--- config.mk ---
export PLATFORM = sky130hd
export DESIGN_NAME = gcd_engine_flat
export DESIGN_NICKNAME = d
export VERILOG_FILES = /design/src/rtl/gcd_if.sv /design/src/rtl/gcd_engine.sv /design/src/flat_wrapper.sv
export SDC_FILE = /design/constraint.sdc
export NUM_CORES = 1
export LEC_CHECK = 0
export ABC_CLOCK_PERIOD_IN_PS = 4000
export BUFFER_PORTS_ARGS = -buffer_cell sky130_fd_sc_hd__buf_2
export CORE_UTILIZATION = 63
export DETAILED_ROUTE_END_ITERATION = 8
export PLACE_DENSITY = 0.86
export SLEW_MARGIN = 20
export SYNTH_ARGS = -nofsm -noshare
export SYNTH_HDL_FRONTEND = slang
export SYNTH_SLANG_ARGS = --single-unit
--- constraint.sdc ---
create_clock -name clk -period 4 [get_ports clk]
set_clock_uncertainty 0.2 [all_clocks]
set_input_delay 0.8 -clock clk [delete_from_list [all_inputs] [get_ports clk]]
set_output_delay 0.8 -clock clk [all_outputs]
set_load 0.1 [all_outputs]
--- src/rtl/gcd_if.sv ---
// Operand and result handshake bundle for the GCD engine.
// master = operand source / result consumer, slave = engine.
interface gcd_if #(
  parameter int WIDTH = 16,
  parameter int CNT_W = 16
);
  logic             in_valid;
  logic             in_ready;
  logic [WIDTH-1:0] a_in;
  logic [WIDTH-1:0] b_in;
  logic             out_valid;
  logic             out_ready;
  logic [WIDTH-1:0] gcd_out;
  logic [CNT_W-1:0] iters;
  logic             busy;

  modport master (
    output in_valid, a_in, b_in, out_ready,
    input  in_ready, out_valid, gcd_out, iters, busy
  );

  modport slave (
    input  in_valid, a_in, b_in, out_ready,
    output in_ready, out_valid, gcd_out, iters, busy
  );
endinterface

--- src/rtl/gcd_engine.sv ---
// Iterative GCD engine: subtractive Euclid (ALGO=0) or binary Stein (ALGO=1),
// one step per cycle, with saturating iteration count.
//
// state | meaning
// IDLE  | in_ready high, waiting for an operand pair
// CALC  | one reduction step per cycle until A==B
// DONE  | result held with out_valid until out_ready
//
// A zero-operand capture goes straight to DONE but raises out_valid one
// cycle later, so every result appears (iters+1) cycles after capture.
module gcd_engine #(
  parameter int WIDTH = 16,
  parameter int ALGO  = 0,
  parameter int CNT_W = 16
) (
  input logic  clk,
  input logic  rst_n,
  gcd_if.slave bus
);

  localparam int K_W = $clog2(WIDTH) + 1;

  typedef enum logic [1:0] {IDLE, CALC, DONE} state_t;

  state_t           state;
  logic [WIDTH-1:0] a_r;
  logic [WIDTH-1:0] b_r;
  logic [WIDTH-1:0] gcd_r;
  logic [CNT_W-1:0] iters_r;
  logic [CNT_W-1:0] iters_inc;
  logic [K_W-1:0]   k_r;
  logic             in_ready_r;
  logic             out_valid_r;
  logic             busy_r;

  assign iters_inc = (&iters_r) ? iters_r : iters_r + 1'b1;

  always_ff @(posedge clk or negedge rst_n) begin
    if (!rst_n) begin
      state       <= IDLE;
      a_r         <= '0;
      b_r         <= '0;
      gcd_r       <= '0;
      iters_r     <= '0;
      k_r         <= '0;
      in_ready_r  <= 1'b1;
      out_valid_r <= 1'b0;
      busy_r      <= 1'b0;
    end else begin
      case (state)
        IDLE: begin
          if (bus.in_valid) begin
            a_r        <= bus.a_in;
            b_r        <= bus.b_in;
            iters_r    <= '0;
            k_r        <= '0;
            in_ready_r <= 1'b0;
            if (bus.a_in == '0 || bus.b_in == '0) begin
              gcd_r <= bus.a_in | bus.b_in;
              state <= DONE;
            end else begin
              busy_r <= 1'b1;
              state  <= CALC;
            end
          end
        end

        CALC: begin
          if (a_r == b_r) begin
            gcd_r       <= (ALGO == 0) ? a_r : (a_r << k_r);
            busy_r      <= 1'b0;
            out_valid_r <= 1'b1;
            state       <= DONE;
          end else begin
            iters_r <= iters_inc;
            if (ALGO == 0) begin
              if (a_r > b_r) a_r <= a_r - b_r;
              else           b_r <= b_r - a_r;
            end else begin
              // Stein: strip common factors of two first, then odd-side shifts
              if (!a_r[0] && !b_r[0]) begin
                a_r <= a_r >> 1;
                b_r <= b_r >> 1;
                k_r <= k_r + 1'b1;
              end else if (!a_r[0]) begin
                a_r <= a_r >> 1;
              end else if (!b_r[0]) begin
                b_r <= b_r >> 1;
              end else if (a_r > b_r) begin
                a_r <= a_r - b_r;
              end else begin
                b_r <= b_r - a_r;
              end
            end
          end
        end

        DONE: begin
          if (!out_valid_r) begin
            out_valid_r <= 1'b1;
          end else if (bus.out_ready) begin
            out_valid_r <= 1'b0;
            in_ready_r  <= 1'b1;
            state       <= IDLE;
          end
        end

        default: state <= IDLE;
      endcase
    end
  end

  assign bus.in_ready  = in_ready_r;
  assign bus.out_valid = out_valid_r;
  assign bus.gcd_out   = gcd_r;
  assign bus.iters     = iters_r;
  assign bus.busy      = busy_r;

endmodule

--- src/flat_wrapper.sv ---
// flat-port wrapper written by rule: the top's interface ports become plain ports
module gcd_engine_flat 
#(
  parameter int WIDTH = 16,
  parameter int ALGO  = 0,
  parameter int CNT_W = 16
)
  (clk, rst_n, bus_in_valid, bus_a_in, bus_b_in, bus_out_ready, bus_in_ready, bus_out_valid, bus_gcd_out, bus_iters, bus_busy);
  gcd_if #(.WIDTH(WIDTH), .CNT_W(CNT_W)) bus_i ();
  input logic clk;
  input logic rst_n;
  input wire logic [$bits(bus_i.in_valid)-1:0] bus_in_valid;
  input wire logic [$bits(bus_i.a_in)-1:0] bus_a_in;
  input wire logic [$bits(bus_i.b_in)-1:0] bus_b_in;
  input wire logic [$bits(bus_i.out_ready)-1:0] bus_out_ready;
  output wire logic [$bits(bus_i.in_ready)-1:0] bus_in_ready;
  output wire logic [$bits(bus_i.out_valid)-1:0] bus_out_valid;
  output wire logic [$bits(bus_i.gcd_out)-1:0] bus_gcd_out;
  output wire logic [$bits(bus_i.iters)-1:0] bus_iters;
  output wire logic [$bits(bus_i.busy)-1:0] bus_busy;
  assign bus_i.in_valid = bus_in_valid;
  assign bus_i.a_in = bus_a_in;
  assign bus_i.b_in = bus_b_in;
  assign bus_i.out_ready = bus_out_ready;
  assign bus_in_ready = bus_i.in_ready;
  assign bus_out_valid = bus_i.out_valid;
  assign bus_gcd_out = bus_i.gcd_out;
  assign bus_iters = bus_i.iters;
  assign bus_busy = bus_i.busy;
  gcd_engine #(.WIDTH(WIDTH), .ALGO(ALGO), .CNT_W(CNT_W)) u_core (.clk(clk), .rst_n(rst_n), .bus(bus_i));
endmodule
==> results of run 1 <==
## cell type report
cell class / instances / share of cell area [%]
clock buffer: 9 / 2.17
clock inverter: 7 / 2.15
inverter: 52 / 3.42
multi-input combinational: 468 / 52.7
sequential: 69 / 30.2
tap: 102 / 2.23
timing repair buffer: 77 / 7.05
## worst register-to-register path, cell delays in order, from the launching register on
cell,delay (ns)
dfrtp_1,0.35
inv_1,0.07
ha_1,0.22
fa_1,0.43
nand2b_1,0.20
a21oi_2,0.26
o211ai_2,0.19
a21oi_4,0.19
or2_1,0.65
a41oi_1,0.24
## metal layers
metal | share of wire [%] | wire [um] | global-route usage, %
met5 | 0 | 0 | 0
met4 | 4.0 | 597 | 18.6
met3 | 10 | 1550 | 5.01
met2 | 46 | 6770 | 57.5
met1 | 40 | 5950 | 47.9
## through the flow
stage | hold WS, ns | instance area [um^2] | setup WS, ns | utilization [%]
after CTS | 0.294 | 5710 | 0.903 | 73.2
after floorplan | 0.259 | 5160 | 1.34 | -
after global routing | 0.315 | 5710 | 0.713 | 73.2
after detailed placement | 0.276 | 5470 | 0.907 | 70.0
after global placement | 0.272 | 5470 | 0.923 | 70.0
final | 0.298 | 5710 | 0.824 | 73.2
## registers in the layout, summed over array words and instances (netlist names)
signal,flops
u_core.b_r,16
u_core.state,2
u_core.a_r,16
u_core.bus.gcd_out,16
u_core.bus.iters,16
u_core.bus.busy,1
u_core.bus.out_valid,1
u_core.bus.in_ready,1
## kinds of logic (layout without fill, tap and decap cells)
group / Yosys count / in the layout
AO/OA/AOI/OAI: 179 / 179
adder cells (fa/ha/maj): 34 / 34
multiplexers: 3 / 3
AND/OR/NAND/NOR: 224 / 224
buffers and inverters: 93 / 145
XOR/XNOR: 28 / 28
flip-flops: 69 / 69
## worst paths after layout
path	depth (start not counted)	start	slack, ns	to
max	9	u_core.a_r[0]$_DFFE_PN0P_	0.82	u_core.a_r[15]$_DFFE_PN0P_
min	2	u_core.bus.in_ready$_DFFE_PN1P_	0.30	u_core.bus.in_ready$_DFFE_PN1P_
max reg2reg	9	u_core.a_r[0]$_DFFE_PN0P_	0.82	u_core.a_r[15]$_DFFE_PN0P_
min reg2reg	2	u_core.bus.in_ready$_DFFE_PN1P_	0.30	u_core.bus.in_ready$_DFFE_PN1P_
max in group asynchronous	2	rst_n	2.58	u_core.state[0]$_DFFE_PN0P_
min in group asynchronous	2	rst_n	0.42	u_core.bus.gcd_out[7]$_DFFE_PN0P_
## cell usage after synthesis (all sizes together), types with 16 or more instances
library cell | instances | area (um^2)
xnor2 | 22 | 193
nor3 | 23 | 120
a31oi | 17 | 106
o21ai | 57 | 285
nor4 | 16 | 106
dfrtp | 68 | 1700
nand2 | 75 | 282
inv | 52 | 195
ha | 32 | 400
a21oi | 43 | 234
nor2 | 41 | 154
buf | 26 | 179
==> impl_metrics.yaml, run 1 <==
status:
  status: "completed"
floorplanning:
  pin_count: 71
  fp.dieH_um: 92.5
  rows: 32
  die_w_um: 92.5
  initial_core_util_pct: 66.1
  coreArea_um2: 7810
  fp.dieArea_um2: 8560
worst_setup_path:
  slowest_stage: "or2_1"
  path_buf_inv: 1
  critPathLaunchType: "flop"
  crit_required_ns: 3.98
  path_delay_family: "compound AO/OA/AOI/OAI gates"
  path_max_fanout: 15
  end_kind: "flop"
  path_cells: "inv_1 > ha_1 > fa_1 > nand2b_1 > a21oi_2 > o211ai_2 > a21oi_4 > or2_1 > a41oi_1"
  worst_path_largest_cell_delay_ns: 0.65
  crit_arrival_ns: 3.16
  criticalPathCategory: "flop to flop"
logic_synthesis:
  synth-xor-area-share_pct: 4.75
  ys_seq_area_share_pct: 33.5
  synth-simple-area-share_pct: 22.0
  syn_area_um2: 5160
  synth-async-reset-ratio_pct: 100
  ys.warnings.count: 0
  yosys.area_share.adder_pct: 8.53
  synth_compound_area_share_pct: 22.3
  syn_inst: 630
  synth_ff_type: "dfrtp_1"
  synth.area.mux_share_pct: 0.582
  synth_cell_types: 64
  synth_edf_count: 0
  ys_ff_latch: 69
  syn-num-nets: 700
  postSynthAreaPerCell_um2: 8.20
  synth_top_family_by_area: "compound AO/OA/AOI/OAI gates"
global_routing:
  grt_max_degree: 70
  antenna_found_initial: 0
  overflow: 0
  grt_pass1_wl_um: 24100
  grt_util_all_layers_pct: 36.1
  grt_pass1_vias: 4877
clocking:
  htreeDepth: 3
  cts_tree: "yes"
  cts_resized: 0
  clockRootBuffer: "clkbuf_8"
  cts_inserted_buffers: 9
  cts_max_path_buffers: 2
  cts_setup_buffers: 0
  ctsHoldBuffers: 0
  clk_latency_ns: 0.36
  clkTransAtPathRegs_ns: 0.08
  numClockSinks: 69
finish:
  drive_gt1_share_pct: 16.4
  area_delta_synth_final_pct: 10.6
  antenna_cells: 0
  n_fill_cell: 609
  fin_cells: 784
  layout_common_cells: "nand2_1 (75), buf_2 (70), dfrtp_1 (68)"
  multi_input_area_um2: 3010
  regArea_um2: 1730
  final_common_cell: "nand2_1"
  nNetsFinal: 747
sta:
  setup_violations: 0
  grt_setup_unrepaired: "false"
  finalCritPeriodShare_pct: 79.4
  worstMarginPinSlew_ns: 0.903
  period_minus_slack_ns: 3.18
  setup_tns_ns: 0
  hold_violations: 0
  maxSlewViolCount: 0
  max_slew_margin_pct: 39.5
  fmax_mhz: 315
route:
  vias_per_cell: 6.58
  drtAntennaViolNets: 0
  wl_per_cell_um: 19.0
  drcViolationCount: 0
  num_vias: 5158
  first_pass_iters: 8
  drt-total-wl_um: 14900
  drtIter0Drc: 556
place:
  port-buffer-count: 70
  gp_congestion: 0.922
  dp_hpwl_um: 10200
  post-place-cells: 768
hold_path:
  min_path_type: "flop to flop"
run:
  cap_violations: 0
Power of run 1 is left out: the tool's default activity adds up to more than one toggle a clock period on the data nets, which glitch-free logic cannot reach.
==> inputs of run 2 (changes only) <==
Settings changed: ABC_CLOCK_PERIOD_IN_PS 4000 to 2930, CORE_UTILIZATION 63 to 59, PLACE_DENSITY 0.86 to 0.82.
Clock period 4 ns to 2.93 ns, I/O delays scaled along.
==> run 2 against run 1 <==
Via count decreased by 0.50%. Register-to-register slack worse by 0.66 ns. Critical path type unchanged. Fmax grew 15%. Highest routed layer unchanged. Critical endpoint is now u_core.b_r[12]$_DFFE_PN0P_.
==> impl_metrics.yaml, run 2 (synthesis gave the netlist of run 1 again) <==
route:
  vias_per_cell: 6.34
  drtIter0Drc: 450
  drcViolationCount: 0
  num_vias: 5132
  wl_per_cell_um: 18.2
  first_pass_iters: 7
  drtAntennaViolNets: 0
  drt-total-wl_um: 14700
place:
  dp_hpwl_um: 10500
  gp_congestion: 1.01
  port-buffer-count: 70
  dp_slack_ns: 0.220
clocking:
  cts_tree: "yes"
  clockRootBuffer: "clkbuf_8"
  cts_inserted_buffers: 9
  clk_latency_ns: 0.36
  htreeDepth: 3
  numClockSinks: 69
  clkTransAtPathRegs_ns: 0.08
  cts_max_path_buffers: 2
sta:
  max_slew_margin_pct: 51.9
  fmax_mhz: 361
  setup_violations: 0
  period_minus_slack_ns: 2.77
  worstMarginPinSlew_ns: 0.722
  maxSlewViolCount: 0
  hold_slack_ns: 0.0193
  finalCritPeriodShare_pct: 94.5
  worst_slack_ns: 0.160
  hold_violations: 0
finish:
  layout_common_cells: "nand2_1 (75), buf_2 (70), dfrtp_1 (68)"
  n_fill_cell: 694
  antenna_cells: 0
  area_delta_synth_final_pct: 13.7
  final_common_cell: "nand2_1"
  drive_gt1_share_pct: 19.3
  nNetsFinal: 769
worst_setup_path:
  rrSetupSlack_ns: 0.16
  crit_required_ns: 2.94
  criticalPathCategory: "flop to flop"
  r2r_cells: 9
  endpoint: "u_core.b_r[12]$_DFFE_PN0P_"
  critPathLaunchType: "flop"
  path_max_fanout: 3
  end_kind: "flop"
  crit_arrival_ns: 2.78
  r2r_end: "u_core.b_r[12]$_DFFE_PN0P_"
  cp-startpoint: "u_core.b_r[0]$_DFFE_PN0P_"
  worstReg2RegStart: "u_core.b_r[0]$_DFFE_PN0P_"
floorplanning:
  fp.dieArea_um2: 9130
  rows: 33
  fp.dieH_um: 95.6
  pin_count: 71
  coreArea_um2: 8340
  initial_core_util_pct: 61.9
  die_w_um: 95.6
global_routing:
  grt_pass1_wl_um: 24100
  grt_util_all_layers_pct: 34.6
  antenna_found_initial: 0
  grt_max_degree: 70
  overflow: 0
  grt_pass1_vias: 4838
run:
  cap_violations: 0
status:
  status: "completed"
hold_path:
  min_path_type: "primary input to asynchronous set/reset pin"
run 2: worst max-delay path: stages, from the launching register on:
cell	delay (ns)
dfrtp_1	0.36
inv_1	0.07
ha_1	0.24
fa_1	0.41
nor2b_1	0.27
o2111ai_1	0.20
a31oi_1	0.48
nor2_1	0.12
a21oi_1	0.17
a31oi_1	0.11
run 2: layout make-up:
cell class | count | area, um^2 | share of cell area (%)
Tap cell | 105 | 131 | 2.24
Multi-Input combinational cell | 468 | 3030 | 51.6
Timing Repair Buffer | 99 | 581 | 9.89
Clock buffer | 9 | 124 | 2.11
Inverter | 52 | 195 | 3.32
Sequential cell | 69 | 1730 | 29.4
Clock inverter | 7 | 81.3 | 1.39
run 2: worst min-delay path by stage:
stage	from	to	slack (ns)	depth (start not counted)
2_1_floorplan	rst_n	u_core.a_r[0]$_DFFE_PN0P_	0.09	0
3_5_place_dp	u_core.bus.in_ready$_DFFE_PN1P_	u_core.bus.in_ready$_DFFE_PN1P_	0.28	2
3_3_place_gp	u_core.bus.in_ready$_DFFE_PN1P_	u_core.bus.in_ready$_DFFE_PN1P_	0.28	2
5_1_grt	rst_n	u_core.bus.gcd_out[4]$_DFFE_PN0P_	0.09	2
4_1_cts	rst_n	u_core.b_r[9]$_DFFE_PN0P_	0.06	2
6_report	rst_n	u_core.bus.gcd_out[4]$_DFFE_PN0P_	0.02	2
run 2: per-stage QoR:
step	utilization, %	setup TNS (ns)	cells	cell area [um^2]
after floorplan	-	0	630	5160
after global placement	67.7	0	793	5650
after CTS	70.2	0	809	5850
final	70.4	0	809	5870
after global routing	70.4	-0.0167	809	5870
after detailed placement	67.7	0	793	5650
run 2: layer usage:
metal	share of wire (%)	global-route usage, %	vias up	wire [um]
met5	0	0	-	0
met4	3.7	16.2	0	540
met3	8.0	6.22	50	1180
met2	46	53.6	244	6700
met1	43	46.8	2463	6300
li1	-	-	2375	-
run 2: repair_timing:
| action | CTS | global route |
|---|---|---|
| resized for setup | 0 | 3 |
| hold buffers | 0 | 0 |
| setup buffers | 0 | 0 |
| setup endpoints to repair | 0 | 4 |
Power of run 2 is left out for the same reason.
